**src/rtl/sat_clause_streamer.sv**
```systemverilog
// Buffers host clause literals and streams them to a SAT solver, then runs it and captures the result.
// Optional run-phase timeout is compiled in with `define SAT_CLAUSE_STREAMER_TIMEOUT_EN.
module sat_clause_streamer #(
    parameter int unsigned DEPTH       = 16,
    parameter int unsigned TIMEOUT_CYC = 1023
) (
    input  logic       clk,
    input  logic       rst,
    input  logic       wr_valid,
    input  logic [4:0] wr_lit,
    output logic       wr_ready,
    input  logic       start,
    output logic       load,
    output logic       run,
    output logic [4:0] data,
    input  logic [5:0] x,
    input  logic       sol,
    input  logic       done,
    output logic       busy,
    output logic       res_valid,
    output logic       res_sol,
    output logic [5:0] res_x,
    output logic       res_timeout
);

    localparam int unsigned AW = $clog2(DEPTH);
    localparam int unsigned CW = AW + 1;

    typedef enum logic [2:0] {
        S_IDLE,
        S_STREAM,
        S_GAP,
        S_RUN,
        S_RESULT
    } state_t;

    state_t         state_q, state_d;
    logic [AW-1:0]  wr_ptr_q, wr_ptr_d;
    logic [AW-1:0]  rd_ptr_q, rd_ptr_d;
    logic [CW-1:0]  count_q, count_d;
    logic [4:0]     mem_q [DEPTH];

    logic           load_q, load_d;
    logic           run_q, run_d;
    logic [4:0]     data_q, data_d;
    logic           busy_q, busy_d;
    logic           wr_ready_q, wr_ready_d;
    logic           res_valid_q, res_valid_d;
    logic           res_sol_q, res_sol_d;
    logic [5:0]     res_x_q, res_x_d;

    logic           lit_ok_c;
    logic           push_c;
    logic           pop_c;

`ifdef SAT_CLAUSE_STREAMER_TIMEOUT_EN
    localparam int unsigned TW = $clog2(TIMEOUT_CYC + 1);
    logic [TW-1:0]  tmr_q, tmr_d;
    logic           res_timeout_q, res_timeout_d;
`endif

    // Only 0 and +/-1..6 are meaningful literals; anything else is silently dropped
    assign lit_ok_c = wr_lit[4] ? (wr_lit >= 5'd26) : (wr_lit <= 5'd6);
    assign push_c   = wr_valid && wr_ready_q && lit_ok_c;

    always_comb begin
        state_d     = state_q;
        wr_ptr_d    = wr_ptr_q;
        rd_ptr_d    = rd_ptr_q;
        load_d      = 1'b0;
        run_d       = 1'b0;
        data_d      = 5'd0;
        res_valid_d = 1'b0;
        res_sol_d   = res_sol_q;
        res_x_d     = res_x_q;
        pop_c       = 1'b0;
`ifdef SAT_CLAUSE_STREAMER_TIMEOUT_EN
        tmr_d         = tmr_q;
        res_timeout_d = res_timeout_q;
`endif

        case (state_q)
            S_IDLE: begin
                if (start && (count_q != '0)) begin
                    state_d = S_STREAM;
                    pop_c   = 1'b1;
                end
            end
            S_STREAM: begin
                if (count_q != '0) begin
                    pop_c = 1'b1;
                end else begin
                    state_d = S_GAP;
                end
            end
            S_GAP: begin
                state_d = S_RUN;
                run_d   = 1'b1;
`ifdef SAT_CLAUSE_STREAMER_TIMEOUT_EN
                tmr_d   = '0;
`endif
            end
            S_RUN: begin
                run_d = 1'b1;
                if (done) begin
                    state_d     = S_RESULT;
                    run_d       = 1'b0;
                    res_valid_d = 1'b1;
                    res_sol_d   = sol;
                    res_x_d     = x;
`ifdef SAT_CLAUSE_STREAMER_TIMEOUT_EN
                    res_timeout_d = 1'b0;
                end else if (tmr_q == TW'(TIMEOUT_CYC - 1)) begin
                    state_d       = S_RESULT;
                    run_d         = 1'b0;
                    res_valid_d   = 1'b1;
                    res_sol_d     = 1'b0;
                    res_x_d       = 6'd0;
                    res_timeout_d = 1'b1;
                end else begin
                    tmr_d = tmr_q + TW'(1);
`endif
                end
            end
            S_RESULT: begin
                state_d = S_IDLE;
            end
            default: begin
                state_d = S_IDLE;
            end
        endcase

        if (pop_c) begin
            load_d   = 1'b1;
            data_d   = mem_q[rd_ptr_q];
            rd_ptr_d = rd_ptr_q + AW'(1);
        end
        if (push_c) begin
            wr_ptr_d = wr_ptr_q + AW'(1);
        end

        count_d    = count_q + CW'(push_c) - CW'(pop_c);
        busy_d     = (state_d != S_IDLE);
        wr_ready_d = (state_d == S_IDLE) && (count_d != CW'(DEPTH));
    end

    always_ff @(posedge clk or posedge rst) begin
        if (rst) begin
            state_q     <= S_IDLE;
            wr_ptr_q    <= '0;
            rd_ptr_q    <= '0;
            count_q     <= '0;
            load_q      <= 1'b0;
            run_q       <= 1'b0;
            data_q      <= 5'd0;
            busy_q      <= 1'b0;
            wr_ready_q  <= 1'b1;
            res_valid_q <= 1'b0;
            res_sol_q   <= 1'b0;
            res_x_q     <= 6'd0;
        end else begin
            state_q     <= state_d;
            wr_ptr_q    <= wr_ptr_d;
            rd_ptr_q    <= rd_ptr_d;
            count_q     <= count_d;
            load_q      <= load_d;
            run_q       <= run_d;
            data_q      <= data_d;
            busy_q      <= busy_d;
            wr_ready_q  <= wr_ready_d;
            res_valid_q <= res_valid_d;
            res_sol_q   <= res_sol_d;
            res_x_q     <= res_x_d;
        end
    end

    // Literal storage needs no reset; occupancy is tracked by count_q
    always_ff @(posedge clk) begin
        if (push_c) begin
            mem_q[wr_ptr_q] <= wr_lit;
        end
    end

`ifdef SAT_CLAUSE_STREAMER_TIMEOUT_EN
    always_ff @(posedge clk or posedge rst) begin
        if (rst) begin
            tmr_q         <= '0;
            res_timeout_q <= 1'b0;
        end else begin
            tmr_q         <= tmr_d;
            res_timeout_q <= res_timeout_d;
        end
    end
    assign res_timeout = res_timeout_q;
`else
    assign res_timeout = 1'b0;
`endif

    assign wr_ready  = wr_ready_q;
    assign load      = load_q;
    assign run       = run_q;
    assign data      = data_q;
    assign busy      = busy_q;
    assign res_valid = res_valid_q;
    assign res_sol   = res_sol_q;
    assign res_x     = res_x_q;

endmodule

```
**config.mk**
```make
export PLATFORM = sky130hd
export DESIGN_NAME = sat_clause_streamer
export DESIGN_NICKNAME = d
export VERILOG_FILES = /design/src/rtl/sat_clause_streamer.sv
export SDC_FILE = /design/constraint.sdc
export NUM_CORES = 1
export LEC_CHECK = 0
export BUFFER_PORTS_ARGS = -buffer_cell sky130_fd_sc_hd__buf_2
export CAP_MARGIN = 20
export CORE_MARGIN = 2
export CORE_UTILIZATION = 50
export DETAILED_ROUTE_END_ITERATION = 8
export GPL_TIMING_DRIVEN = 0
export PLACE_DENSITY_LB_ADDON = 0.25
export SLEW_MARGIN = 15
export SYNTH_ARGS = -nofsm -noshare
export SYNTH_HDL_FRONTEND = slang
export SYNTH_SLANG_ARGS = --single-unit
```
**constraint.sdc**
```tcl
create_clock -name clk -period 2.61 [get_ports clk]
set_input_delay 0.1305 -clock clk [delete_from_list [all_inputs] [get_ports clk]]
set_output_delay 0.1305 -clock clk [all_outputs]
set_load 0.005 [all_outputs]
```
==> qor.csv <==
stage;metric;value;unit
yosys;synthFlopType;edfxtp_1;
yosys;yosysTopAreaCellShare;52.7;%
sta;slew_headroom;43.6;%
clock_tree;cts_tree;built;
power;clkPwrFrac;33.2;%
detailed_routing;drc;0;
placement;io_buffers;33;
flow_run;drv_cap;0;
worst_setup_path;critPathCaptureType;flop;
placement;place_congestion;0.728;
grt;grt_use_total;19.4;%
sta;setup-violations-final;0;
yosys;synth_area_leader_cell;edfxtp_1;
hold_path;holdCritPathClass;primary input to flop;
grt;antenna_found_initial;0;
grt;grt_start_max_net_pins;34;
clock_tree;cts_buffers;17;
worst_setup_path;cp.arrival;2.90;ns
finish;drive_above_1_share;29.4;%
detailed_routing;drt_iter0_markers;159;
clock_tree;cts_buffer_depth;2;
sta;drv_slew;0;
yosys;yosys_warnings;0;
floorplan;die_h;99.5;um
finish;fin_nets;359;
power;pwr-share-seq;36.7;%
clock_tree;clk_pin_slew;0.05;ns
yosys;ys_seq_area_share;70.8;%
hold_path;min_from;wr_lit[2];
worst_setup_path;cp_max_fo;3;
finish;area_growth;23.4;%
power;comb_power_share;30.1;%
sta;period_share;94.6;%
hold_path;min_delay_path_depth;1;
yosys;netlist-cell-type-count;34;
sta;max_freq;405;MHz
sta;hold_viol_final;0;
worst_setup_path;r2r_start;count_q[2];
placement;dp_hpwl;5.37;mm
grt;overflow;0;
clock_tree;cts.sinks;113;
finish;final_util;64.2;%
finish;multiInputGateArea;1300;um^2
detailed_routing;drt-total-wl;8.77;mm
yosys;netlist_top_cells_area;edfxtp_1 53%, dfrtp_1 18%, mux4_2 7.9%, mux4_1 5.2%, ha_1 3.0%;
worst_setup_path;required;3.05;ns
finish;layout.area.seq;3230;um^2
power;p_int;0.00453;W
detailed_routing;dr.pass1.iters;4;
power;switching_share;28.8;%
worst_setup_path;worstSetupPathType;flop to flop;
worst_setup_path;rr_worst_depth;12;
finish;postLayoutCellArea;5630;um^2
detailed_routing;vias;2454;
yosys;yosysMostFrequentCell;edfxtp_1;
detailed_routing;ant_nets;0;
detailed_routing;avgViaCountPerCell;5.44;
yosys;syn_area;4560;um^2
power;p_per_area;1130;nW/um^2
power;p_leak;2.16;nW
yosys;synthArstFlopShare;29.2;%
sta;worst_pin_slew;0.840;ns
placement;place_area;4870;um^2
outcome;status;completed;
yosys;synth_edf_count;80;
floorplan;die_area;9900;um^2
detailed_routing;wire_per_inst;19.5;um
clock_tree;insertion_delay;0.51;ns
hold_path;min_to;mem_q[9][2];
clock_tree;clockRootBuffer;clkbuf_8;
worst_setup_path;start_kind;flop;
yosys;syn_area_per_cell;17.3;um^2
yosys;synth-seq-cells;113;
power;power_switching;0.00184;W
floorplan;start_util;52.0;%
grt;grt_pass1_wl;13.7;mm
floorplan;die_x;99.5;um
yosys;synth_common_cells;80 x edfxtp_1, 32 x dfrtp_1, 30 x nand2_1, 17 x nor2_1, 16 x mux4_2;
worst_setup_path;r2r_slack;0.14;ns
sta;fin_skew;0.00783;ns
finish;antenna_cells;0;
yosys;syn_nets;292;
finish;fillers;604;
clock_tree;htreeDepth;4;
grt;grt_pass1_vias;2539;
floorplan;core;8760;um^2
floorplan;ios;35;
floorplan;row_count;34;
power;irDropWorstVdd;0.559;mV
power;power;0.00637;W
worst_setup_path;reg2reg_to;wr_ready;
sta;fin_crit;2.47;ns
yosys;synthCells;263;
-- routing by layer --
layer / track usage [%] / up-vias / wire length [um]
met5: 0 / - / 0
met4: 8.54 / 0 / 160
met3: 6.47 / 11 / 490
met2: 30.9 / 84 / 4410
met1: 24.6 / 1242 / 3710
li1: - / 1117 / -
-- power groups by stage --
stage	registers (W)	logic [W]	clock network, W
4_1_cts	0.00234	0.00184	0.00213
5_1_grt	0.00237	0.00212	0.00221
3_5_place_dp	0.00236	0.00176	0
6_report	0.00234	0.00192	0.00211
2_1_floorplan	0.00235	0.00127	0
3_3_place_gp	0.00235	0.00170	0
-- kinds of logic after synthesis --
family	after synthesis	synth area share [%]
XOR/XNOR	10	1.92
adder cells (fa/ha/maj)	12	3.46
buffers and inverters	23	2.14
multiplexers	26	13.3
other	1	0.0823
AO/OA/AOI/OAI	11	1.67
AND/OR/NAND/NOR	67	6.53
flip-flops	113	70.8
-- state kept, by name (all words and copies together) (netlist names) --
signal     flops
rd_ptr_q       4
wr_ptr_q       4
state_q        3
load           1
count_q        5
res_x          6
wr_ready       1
mem_q         80
res_sol        1
run            1
data           5
res_valid      1
busy           1
-- how the worst max path moves through the flow --
stage | startpoint | to | cells after the start
global route | count_q[2] | wr_ready | 12
global placement | count_q[2] | wr_ready | 13
floorplan | count_q[2] | wr_ready | 13
finish | count_q[2] | wr_ready | 12
detailed placement | count_q[2] | wr_ready | 13
CTS | count_q[3] | wr_ready | 13
-- what timing repair did --
| action | 4_1_cts | 5_1_grt |
|---|---|---|
| setup endpoints to repair | 5 | 2 |
| endpoints found under the hold margin | 41 | 0 |
| pin swaps | 2 | 7 |
| hold buffers | 10 | 0 |
| gates cloned | 0 | 0 |
| setup buffers | 2 | 4 |
| gates resized for setup | 5 | 10 |
-- layout make-up --
type | count | area share [%]
Inverter | 12 | 0.801
Tap cell | 108 | 2.40
Clock inverter | 4 | 0.356
Multi-Input combinational cell | 127 | 23.1
Timing Repair Buffer | 49 | 5.51
Buffer | 10 | 0.867
Sequential cell | 113 | 57.4
Clock buffer | 28 | 9.56
-- through the flow --
step	setup WS [ns]	hold slack [ns]	TNS (ns)	instances
after global routing	-0.0145	0.0274	-0.0145	451
after detailed placement	-0.374	0.292	-0.821	404
after floorplan	0.0211	0.229	0	263
after global placement	-0.365	0.320	-0.778	404
after CTS	0.0182	0.0109	0	448
final	0.141	0.0305	0	451
-- cells in the final DEF (no fill, tap or decap), drive strengths merged --
cell type	count
edfxtp	80
buf	46
dfrtp	32
clkbuf	31
nand2	30
mux4	25
nor2	17
ha	11
inv	11
dlygate4sd3	10
xnor2	6
and2	5
nor3	5
clkinv	5
nand2b	4
xor2	4
a21oi	4
or2	2
nand4	2
nor4b	1
nor4	1
o211ai	1
a311o	1
a211oi	1
o21bai	1
a31o	1
a31oi	1
mux2	1
o21ai	1
fa	1
conb	1
dfstp	1
-- worst max-delay path, cell delays in order (launching register included) --
cell      delay (ns)
dfrtp_1         0.39
inv_2           0.09
ha_4            0.12
nor4b_4         0.29
nor4_4          0.11
ha_1            0.30
inv_2           0.04
ha_4            0.15
fa_2            0.37
a21oi_2         0.12
o21bai_1        0.09
xnor2_1         0.20
a31oi_1         0.10
No activity file was read; power rests on OpenSTA's default activity.
